--- src/rtl/stream_upsizer_if.sv ---
// Handshake bundle for stream_upsizer.
//   slave  : the upsizer side (consumes beats, produces packed words)
//   master : the environment side (offers beats, accepts packed words)
// Input side : data_i, valid_i, grant_o, flush_i
// Output side: data_o, count_o, valid_o, grant_i
interface stream_upsizer_if #(
    parameter int unsigned DATA_WIDTH = 32,
    parameter int unsigned RATIO      = 4
);
    localparam int unsigned CNT_W = $clog2(RATIO) + 1;

    logic [DATA_WIDTH-1:0]       data_i;
    logic                        valid_i;
    logic                        grant_o;
    logic                        flush_i;
    logic [DATA_WIDTH*RATIO-1:0] data_o;
    logic [CNT_W-1:0]            count_o;
    logic                        valid_o;
    logic                        grant_i;

    modport slave (
        input  data_i, valid_i, flush_i, grant_i,
        output grant_o, data_o, count_o, valid_o
    );

    modport master (
        output data_i, valid_i, flush_i, grant_i,
        input  grant_o, data_o, count_o, valid_o
    );
endinterface

--- src/rtl/stream_upsizer.sv ---
// Packs RATIO narrow input beats into one wide output word.
// A word is closed when the last lane fills, on flush_i, or after TIMEOUT
// idle cycles with a partial word pending (TIMEOUT=0 disables this).
// Unfilled lanes of a closed word are zero; count_o gives the filled lanes.
// Ports:
//   clk, rst_n : clock, asynchronous active-low reset
//   bus        : stream_upsizer_if.slave (beat input, word output, handshakes)
module stream_upsizer #(
    parameter int unsigned DATA_WIDTH = 32,
    parameter int unsigned RATIO      = 4,
    parameter int unsigned TIMEOUT    = 16
) (
    input  logic            clk,
    input  logic            rst_n,
    stream_upsizer_if.slave bus
);
    localparam int unsigned IDX_W     = $clog2(RATIO);
    localparam int unsigned CNT_W     = IDX_W + 1;
    localparam int unsigned IDLE_W    = (TIMEOUT > 0) ? $clog2(TIMEOUT + 1) : 1;
    localparam int unsigned IDLE_LAST = (TIMEOUT > 0) ? TIMEOUT - 1 : 0;
    localparam logic [IDX_W-1:0] LAST_LANE = IDX_W'(RATIO - 1);

    typedef enum logic [1:0] {
        IDLE       = 2'd0,
        FILL       = 2'd1,
        CLOSE_WAIT = 2'd2
    } state_t;

    typedef logic [RATIO-1:0][DATA_WIDTH-1:0] lanes_t;

    state_t            state_q, state_n;
    lanes_t            acc_q, acc_n;
    lanes_t            merged;
    lanes_t            out_q, out_n;
    logic [IDX_W-1:0]  acc_cnt_q, acc_cnt_n;
    logic [CNT_W-1:0]  pend_q, pend_n;
    logic [CNT_W-1:0]  count_q, count_n;
    logic [CNT_W-1:0]  fill_cnt;
    logic [IDLE_W-1:0] idle_q, idle_n;
    logic              valid_q, valid_n;
    logic              grant_q, grant_n;
    logic              accept;
    logic              out_free;
    logic              last_beat;
    logic              flush_close;
    logic              tmo_close;
    logic              close;

    // Keep the first n lanes of src, zero the rest.
    function automatic lanes_t mask_lanes(input lanes_t src, input logic [CNT_W-1:0] n);
        lanes_t res;
        res = '0;
        for (int k = 0; k < int'(RATIO); k++) begin
            if (CNT_W'(k) < n) begin
                res[k] = src[k];
            end
        end
        return res;
    endfunction

    // Handshake and close-event decode.
    always_comb begin
        accept   = bus.valid_i & grant_q;
        out_free = ~valid_q | bus.grant_i;
        fill_cnt = CNT_W'(acc_cnt_q) + CNT_W'(accept);

        merged = acc_q;
        if (accept) begin
            merged[acc_cnt_q] = bus.data_i;
        end

        last_beat   = accept && (acc_cnt_q == LAST_LANE);
        flush_close = bus.flush_i && ((acc_cnt_q != '0) || accept);
        tmo_close   = (TIMEOUT != 0) && (state_q == FILL) && !accept &&
                      (idle_q == IDLE_W'(IDLE_LAST));
        close       = (state_q != CLOSE_WAIT) && (last_beat || flush_close || tmo_close);
    end

    // Next-state and next-output logic.
    always_comb begin
        state_n   = state_q;
        acc_n     = acc_q;
        acc_cnt_n = acc_cnt_q;
        pend_n    = pend_q;
        idle_n    = idle_q;
        out_n     = out_q;
        count_n   = count_q;
        valid_n   = valid_q & ~bus.grant_i;

        case (state_q)
            IDLE, FILL: begin
                if (close) begin
                    idle_n = '0;
                    if (out_free) begin
                        out_n     = mask_lanes(merged, fill_cnt);
                        count_n   = fill_cnt;
                        valid_n   = 1'b1;
                        acc_cnt_n = '0;
                        state_n   = IDLE;
                    end else begin
                        // Output busy: park the closed word (beat included).
                        acc_n   = merged;
                        pend_n  = fill_cnt;
                        state_n = CLOSE_WAIT;
                    end
                end else if (accept) begin
                    acc_n     = merged;
                    acc_cnt_n = acc_cnt_q + 1'b1;
                    idle_n    = '0;
                    state_n   = FILL;
                end else if ((TIMEOUT != 0) && (state_q == FILL)) begin
                    idle_n = idle_q + 1'b1;
                end
            end
            CLOSE_WAIT: begin
                if (out_free) begin
                    out_n     = mask_lanes(acc_q, pend_q);
                    count_n   = pend_q;
                    valid_n   = 1'b1;
                    acc_cnt_n = '0;
                    state_n   = IDLE;
                end
            end
            default: begin
                state_n   = IDLE;
                acc_cnt_n = '0;
                idle_n    = '0;
            end
        endcase

        // Stall input when a parked word exists, or when the next beat would
        // close a word while the output register is still occupied.
        grant_n = (state_n != CLOSE_WAIT) && !((acc_cnt_n == LAST_LANE) && valid_n);
    end

    // State and output registers.
    always_ff @(posedge clk or negedge rst_n) begin
        if (!rst_n) begin
            state_q   <= IDLE;
            acc_q     <= '0;
            acc_cnt_q <= '0;
            pend_q    <= '0;
            idle_q    <= '0;
            out_q     <= '0;
            count_q   <= '0;
            valid_q   <= 1'b0;
            grant_q   <= 1'b1;
        end else begin
            state_q   <= state_n;
            acc_q     <= acc_n;
            acc_cnt_q <= acc_cnt_n;
            pend_q    <= pend_n;
            idle_q    <= idle_n;
            out_q     <= out_n;
            count_q   <= count_n;
            valid_q   <= valid_n;
            grant_q   <= grant_n;
        end
    end

    assign bus.data_o  = out_q;
    assign bus.count_o = count_q;
    assign bus.valid_o = valid_q;
    assign bus.grant_o = grant_q;
endmodule

--- src/flat_wrapper.sv ---
// flat-port wrapper written by rule: the top's interface ports become plain ports
module stream_upsizer_flat 
#(
    parameter int unsigned DATA_WIDTH = 32,
    parameter int unsigned RATIO      = 4,
    parameter int unsigned TIMEOUT    = 16
)
  (clk, rst_n, bus_data_i, bus_valid_i, bus_flush_i, bus_grant_i, bus_grant_o, bus_data_o, bus_count_o, bus_valid_o);
  stream_upsizer_if #(.DATA_WIDTH(DATA_WIDTH), .RATIO(RATIO)) bus_i ();
  input  logic clk;
  input  logic rst_n;
  input wire logic [$bits(bus_i.data_i)-1:0] bus_data_i;
  input wire logic [$bits(bus_i.valid_i)-1:0] bus_valid_i;
  input wire logic [$bits(bus_i.flush_i)-1:0] bus_flush_i;
  input wire logic [$bits(bus_i.grant_i)-1:0] bus_grant_i;
  output wire logic [$bits(bus_i.grant_o)-1:0] bus_grant_o;
  output wire logic [$bits(bus_i.data_o)-1:0] bus_data_o;
  output wire logic [$bits(bus_i.count_o)-1:0] bus_count_o;
  output wire logic [$bits(bus_i.valid_o)-1:0] bus_valid_o;
  assign bus_i.data_i = bus_data_i;
  assign bus_i.valid_i = bus_valid_i;
  assign bus_i.flush_i = bus_flush_i;
  assign bus_i.grant_i = bus_grant_i;
  assign bus_grant_o = bus_i.grant_o;
  assign bus_data_o = bus_i.data_o;
  assign bus_count_o = bus_i.count_o;
  assign bus_valid_o = bus_i.valid_o;
  stream_upsizer #(.DATA_WIDTH(DATA_WIDTH), .RATIO(RATIO), .TIMEOUT(TIMEOUT)) u_core (.clk(clk), .rst_n(rst_n), .bus(bus_i));
endmodule
--- config.mk ---
export PLATFORM = sky130hd
export DESIGN_NAME = stream_upsizer_flat
export DESIGN_NICKNAME = d
export VERILOG_FILES = /design/src/rtl/stream_upsizer_if.sv /design/src/rtl/stream_upsizer.sv /design/src/flat_wrapper.sv
export SDC_FILE = /design/constraint.sdc
export NUM_CORES = 1
export LEC_CHECK = 0
export CAP_MARGIN = 20
export CORE_UTILIZATION = 30
export DETAILED_ROUTE_END_ITERATION = 16
export SLEW_MARGIN = 30
export SYNTH_ARGS = -nofsm -noshare
export SYNTH_HDL_FRONTEND = slang
export SYNTH_SLANG_ARGS = --single-unit
export TNS_END_PERCENT = 100
--- constraint.sdc ---
create_clock -name clk -period 3.1 [get_ports clk]
set_input_delay 0.62 -clock clk [delete_from_list [all_inputs] [get_ports clk]]
set_output_delay 0.62 -clock clk [all_outputs]
set_load 0.05 [all_outputs]
== Word-level counts from Yosys, hierarchy flattened ==
Index checks and enable logic that the tools add are counted.
Word-level totals
  bits in registers: 273
  output and inout port bits: 133
Cells by class
  add/sub/neg operators: 3
  $lt $le $gt $ge: 10
  equality and inequality tests: 12
  multiplexer cells: 39
  bitwise operators: 7
  reduce and logical (&&, ||, !) cells: 22
Operators with widths (count)
  2-to-1 mux 128 bit: 7
  2-to-1 mux 32 bit: 9
  case mux 128 bit (2 select lines): 1
  bitwise mux 128 bit: 1
  demux 32 bit (select 2 bit): 1
  2-to-1 mux 5 bit: 3
  2-to-1 mux 2 bit: 7
  < comparator 1 x 3 -> 1 bit (first input constant): 4
  < comparator 2 x 3 -> 1 bit (first input constant): 4
  case mux 5 bit (2 select lines): 1
  2-to-1 mux 3 bit: 3
  logical AND 1 bit: 8
  case mux 2 bit (2 select lines): 2
  == test 2 bit (second input constant): 3
  != test 2 x 1 -> 1 bit (second input constant): 3
  != test 2 bit (second input constant): 3
  case mux 3 bit (2 select lines): 1
  AND reduction 3 bit: 2
  nonzero test 2 bit: 3
  adder 5 x 1 -> 5 bit (second input constant): 1
  == test 5 x 4 -> 1 bit (second input constant): 1
  != test 4 x 1 -> 1 bit (second input constant): 1
  NOT 1 bit: 4
  AND reduction 4 bit: 1
  other kinds (14): 19

== Logic depth before layout (Yosys ltp) ==
  depth in word-level cells: 12
  depth in mapped cells: 11
  gate-level depth less buffers: 9

== Worst setup path before layout ==
OpenSTA, ideal clock, no wires.
  path type: reg2reg
  from: register u_core.grant_q (netlist: u_core.bus.grant_o)
  to: register u_core.out_q (netlist bit u_core.bus.data_o[20])
  library setup time: 0.083 ns
  arrival time: 2.476 ns
  path slack: 0.542 ns
  cell stages (with the launch flop): 11
  period minus slack after synthesis: 2.558 ns
  cells stage by stage: dfstp_2 nand2_4 inv_4 ha_1 inv_1 ha_1 a221o_1 o21ai_1 clkbuf_1 a22oi_1 o21ai_0
Between the ends
  word-level cells in the longest chain between the ends: 8
Ends and longest elaborated chain
  from (decl): RTL line stream_upsizer.sv:41  | logic grant_q, grant_n;
  from (signal assigned): RTL line stream_upsizer.sv:157  | grant_q <= grant_n;
  AND 1 bit (*): RTL line stream_upsizer.sv:63  | accept = bus.valid_i & grant_q;
  parallel branches: the longest is 7 deep, another holds adder 2 x 1 -> 3 bit
  to (signal assigned): RTL line stream_upsizer.sv:154  | out_q <= out_n;
  to (decl): RTL line stream_upsizer.sv:34  | lanes_t out_q, out_n;
Mark *: on every way between the ends. The select of a mux whose other input is x is not followed.
A chain may end at the register's enable or synchronous reset.

== Worst setup path in the final report ==
  from: register u_core.grant_q (netlist: u_core.bus.grant_o)
  to: output port bus_grant_o
RTL lines
  to (decl): RTL line flat_wrapper.sv:16  | output wire logic [$bits(bus_i.grant_o)-1:0] bus_grant_o;
No word-level cell between the ends.

==> metrics <==
Max Cap Violations 0; Antenna Nets Post-Route 0; number of enable-type register cells in the synthesized netlist 0; antenna violations before repair 0; Final HPWL DP 21.31 mm; average wire length per cell after detail routing 18.71 µm; number of library cell types mapped by synthesis 45; slack of the worst reg-to-reg path 0.59 ns; class of the tightest hold or removal check in2async; final critical-path share of the clock period 0.8387; Critical Path Max Stage Delay 0.84 ns; number of vias per cell after detailed routing 4.915; sequential share of power 0.339; Async S/R FF share, synth 1.000; critical path endpoint category primary output; reported leakage power 6.435 nW; result of the run finished clean; launch instance of the worst register-to-register path u_core.idle_q[0]; # clock sinks 273; maximum number of buffers from clock root to sink 3; Final Slew Violations 0; type of element launching the critical path flip-flop; cell type contributing the most total cell area after synthesis sky130_fd_sc_hd__dfrtp_1; cell row count 72; Slew HR 0.4505; number of buffers inserted for hold repair after clock tree synthesis 0; worst slack at placement 0.1142 ns; crit path max-delay cell type sky130_fd_sc_hd__clkdlybuf4s50_1; IR drop worst, VDD 0.0005370 V; total number of vias 8399; post-synthesis net count 1040; Final Util 0.3977; starting density of the core 0.3055; final setup violation count 0; DRC 0; Root Buffer Master sky130_fd_sc_hd__clkbuf_16; antenna diode instance count 0; Main synth FF type sky130_fd_sc_hd__dfrtp_1; Core Footprint 38740 µm²; setup TNS 0 ns; synth-to-layout area growth 30.20%; ratio of cells with drive above 1 in the final layout 0.2191; RD Place Congestion 0.7850; die area 40240 µm²; via count of the first global-routing pass 8504; x dimension of the die 200.6 µm; total of flip-flops plus latches after synthesis 273; peak clock frequency supported by timing 0.3846 GHz; total of cells resized after clock tree synthesis 0; Final Net Count 1212; biggest fanout along the worst timing path 5; total setup buffers inserted after CTS 0; RSZ-0062 raised after global routing no; min setup slack post-route 0.5000 ns; FF-to-FF End u_core.acc_q[77]; required time at the endpoint of the critical path 2.48 ns; most repeated cell in the gate-level netlist after synthesis sky130_fd_sc_hd__dfrtp_1; Internal 10.18 mW; ports placed on the boundary 170; remaining global-route overflow 0; cell area power density 1104 nW/µm²; sequential element share of the synthesized area 0.5774; CTS Buf Count 31; CP Data Arrival Time 1.98 ns; post-synthesis instance total 994; global-route wire length before repair 50.89 mm; area share of the largest cell type after synthesis 0.5752; post-CTS clock slew at the launch and capture registers of the worst setup and hold paths 0.06 ns; Net Sw Frac 0.4014; finished layout cell area 15410 µm²; length of the first detailed-routing pass in iterations 5; initial drt markers 530; Yosys warnings 0; transition time at the pin with the least slew margin 0.8035 ns; Area after DPL 14340 µm²; Post-Synthesis Cell Area 11830 µm²; pin count of the biggest net entering global routing 105; worst-skew pair later-pin latency 0.56 ns; global-route total usage across every layer 0.1599; Final Power 17.01 mW; crit-path cells clkdlybuf4s50_1; clock tree from TritonCTS done; CTS H-Tree Depth 1; combinational cell fraction of total power 0.439; CP Class reg2out; leading post-synthesis cells by cell area sky130_fd_sc_hd__dfrtp_1 58%, sky130_fd_sc_hd__mux2_2 14%, sky130_fd_sc_hd__a22oi_1 8.1%; average footprint of a synthesized cell 11.91 µm²; final WL 31.98 mm; count of final hold-check violations 0; Bufs and invs on worst path 1; DIE HEIGHT 200.6 µm; leading post-synthesis cells by instance count 272 x sky130_fd_sc_hd__dfrtp_1, 145 x sky130_fd_sc_hd__nand2_1, 143 x sky130_fd_sc_hd__mux2_2; PortBufs 169; part of the power in the clock network 0.221; kind of cell with the highest combined delay on the critical path buffers and inverters; Final Skew 0.01410 ns; net load switching power 6.828 mW; R2R cell count 10; min Tclk post-route 2.600 ns
-- power by group through the flow --
stage / Combinational (mW) / Clock [mW] / Sequential, mW
global route: 8.06 / 4.03 / 5.95
detailed placement: 7.55 / 0 / 5.82
CTS: 7.56 / 3.88 / 5.78
finish: 7.47 / 3.77 / 5.77
floorplan: 3.45 / 0 / 7.34
global placement: 7.43 / 0 / 5.78
-- cells by family after synthesis --
kind of cell	Yosys count	synth area share
adder cells (fa/ha/maj)	9	0.009516
multiplexers	162	0.1555
AO/OA/AOI/OAI	293	0.1571
AND/OR/NAND/NOR	179	0.06354
flip-flops	273	0.5774
buffers and inverters	78	0.03690
-- layout make-up --
class,count,area (µm²)
inverters,9,36.28
fillers,3787,23330
multi-input cells,643,4647
repair buffers,208,2177
well taps,518,648.1
clock inverters,14,161.4
flip-flops and latches,273,6833
clock buffers,44,904.6
-- how the worst max path moves through the flow --
stage	from	to	slack, ns	cells past startpoint
5_1_grt	u_core.bus.grant_o	bus_grant_o	0.44	1
4_1_cts	u_core.bus.grant_o	bus_grant_o	0.45	1
6_report	u_core.bus.grant_o	bus_grant_o	0.50	1
2_1_floorplan	u_core.bus.grant_o	u_core.bus.data_o[20]	0.54	10
3_5_place_dp	bus_valid_i	u_core.bus.data_o[1]	0.11	11
3_3_place_gp	bus_valid_i	u_core.bus.data_o[31]	0.16	11
-- cells in the final DEF (no fill, tap or decap), drive strengths merged, types with 2 or more instances in the layout --
cell type        n
bufinv           3
nor2b            5
nand2b           4
buf             40
a22oi          127
clkinv           6
and3             2
mux2           160
a21boi           2
clkbuf          44
a21oi            8
mux2i            2
nor2             7
dfrtp          272
a2111oi          2
clkinvlp         2
o21ai          143
inv             12
nand2          146
nor3             5
o221ai           3
ha               9
nand3            7
clkdlybuf4s50  168
-- flip-flops by register name, indices dropped and copies added, names as in the netlist --
name / count
u_core.bus.valid_o: 1
u_core.state_q: 2
u_core.pend_q: 3
u_core.bus.count_o: 3
u_core.acc_q: 128
u_core.bus.grant_o: 1
u_core.acc_cnt_q: 2
u_core.idle_q: 5
u_core.bus.data_o: 128
-- through the flow --
step / std cells / hold WS (ns)
5_1_grt: 1709 / 0.1030
6_report: 1709 / 0.06275
3_5_place_dp: 1651 / 0.4691
3_3_place_gp: 1651 / 0.4641
4_1_cts: 1709 / 0.08579
2_1_floorplan: 994 / 0.3244
-- routing by layer --
layer,GRT usage,share of wire
met1,0.2220,0.47
met2,0.2617,0.47
met3,0.02500,0.043
met4,0.03790,0.019
met5,0,0
Power figures use the tool's default switching activity.
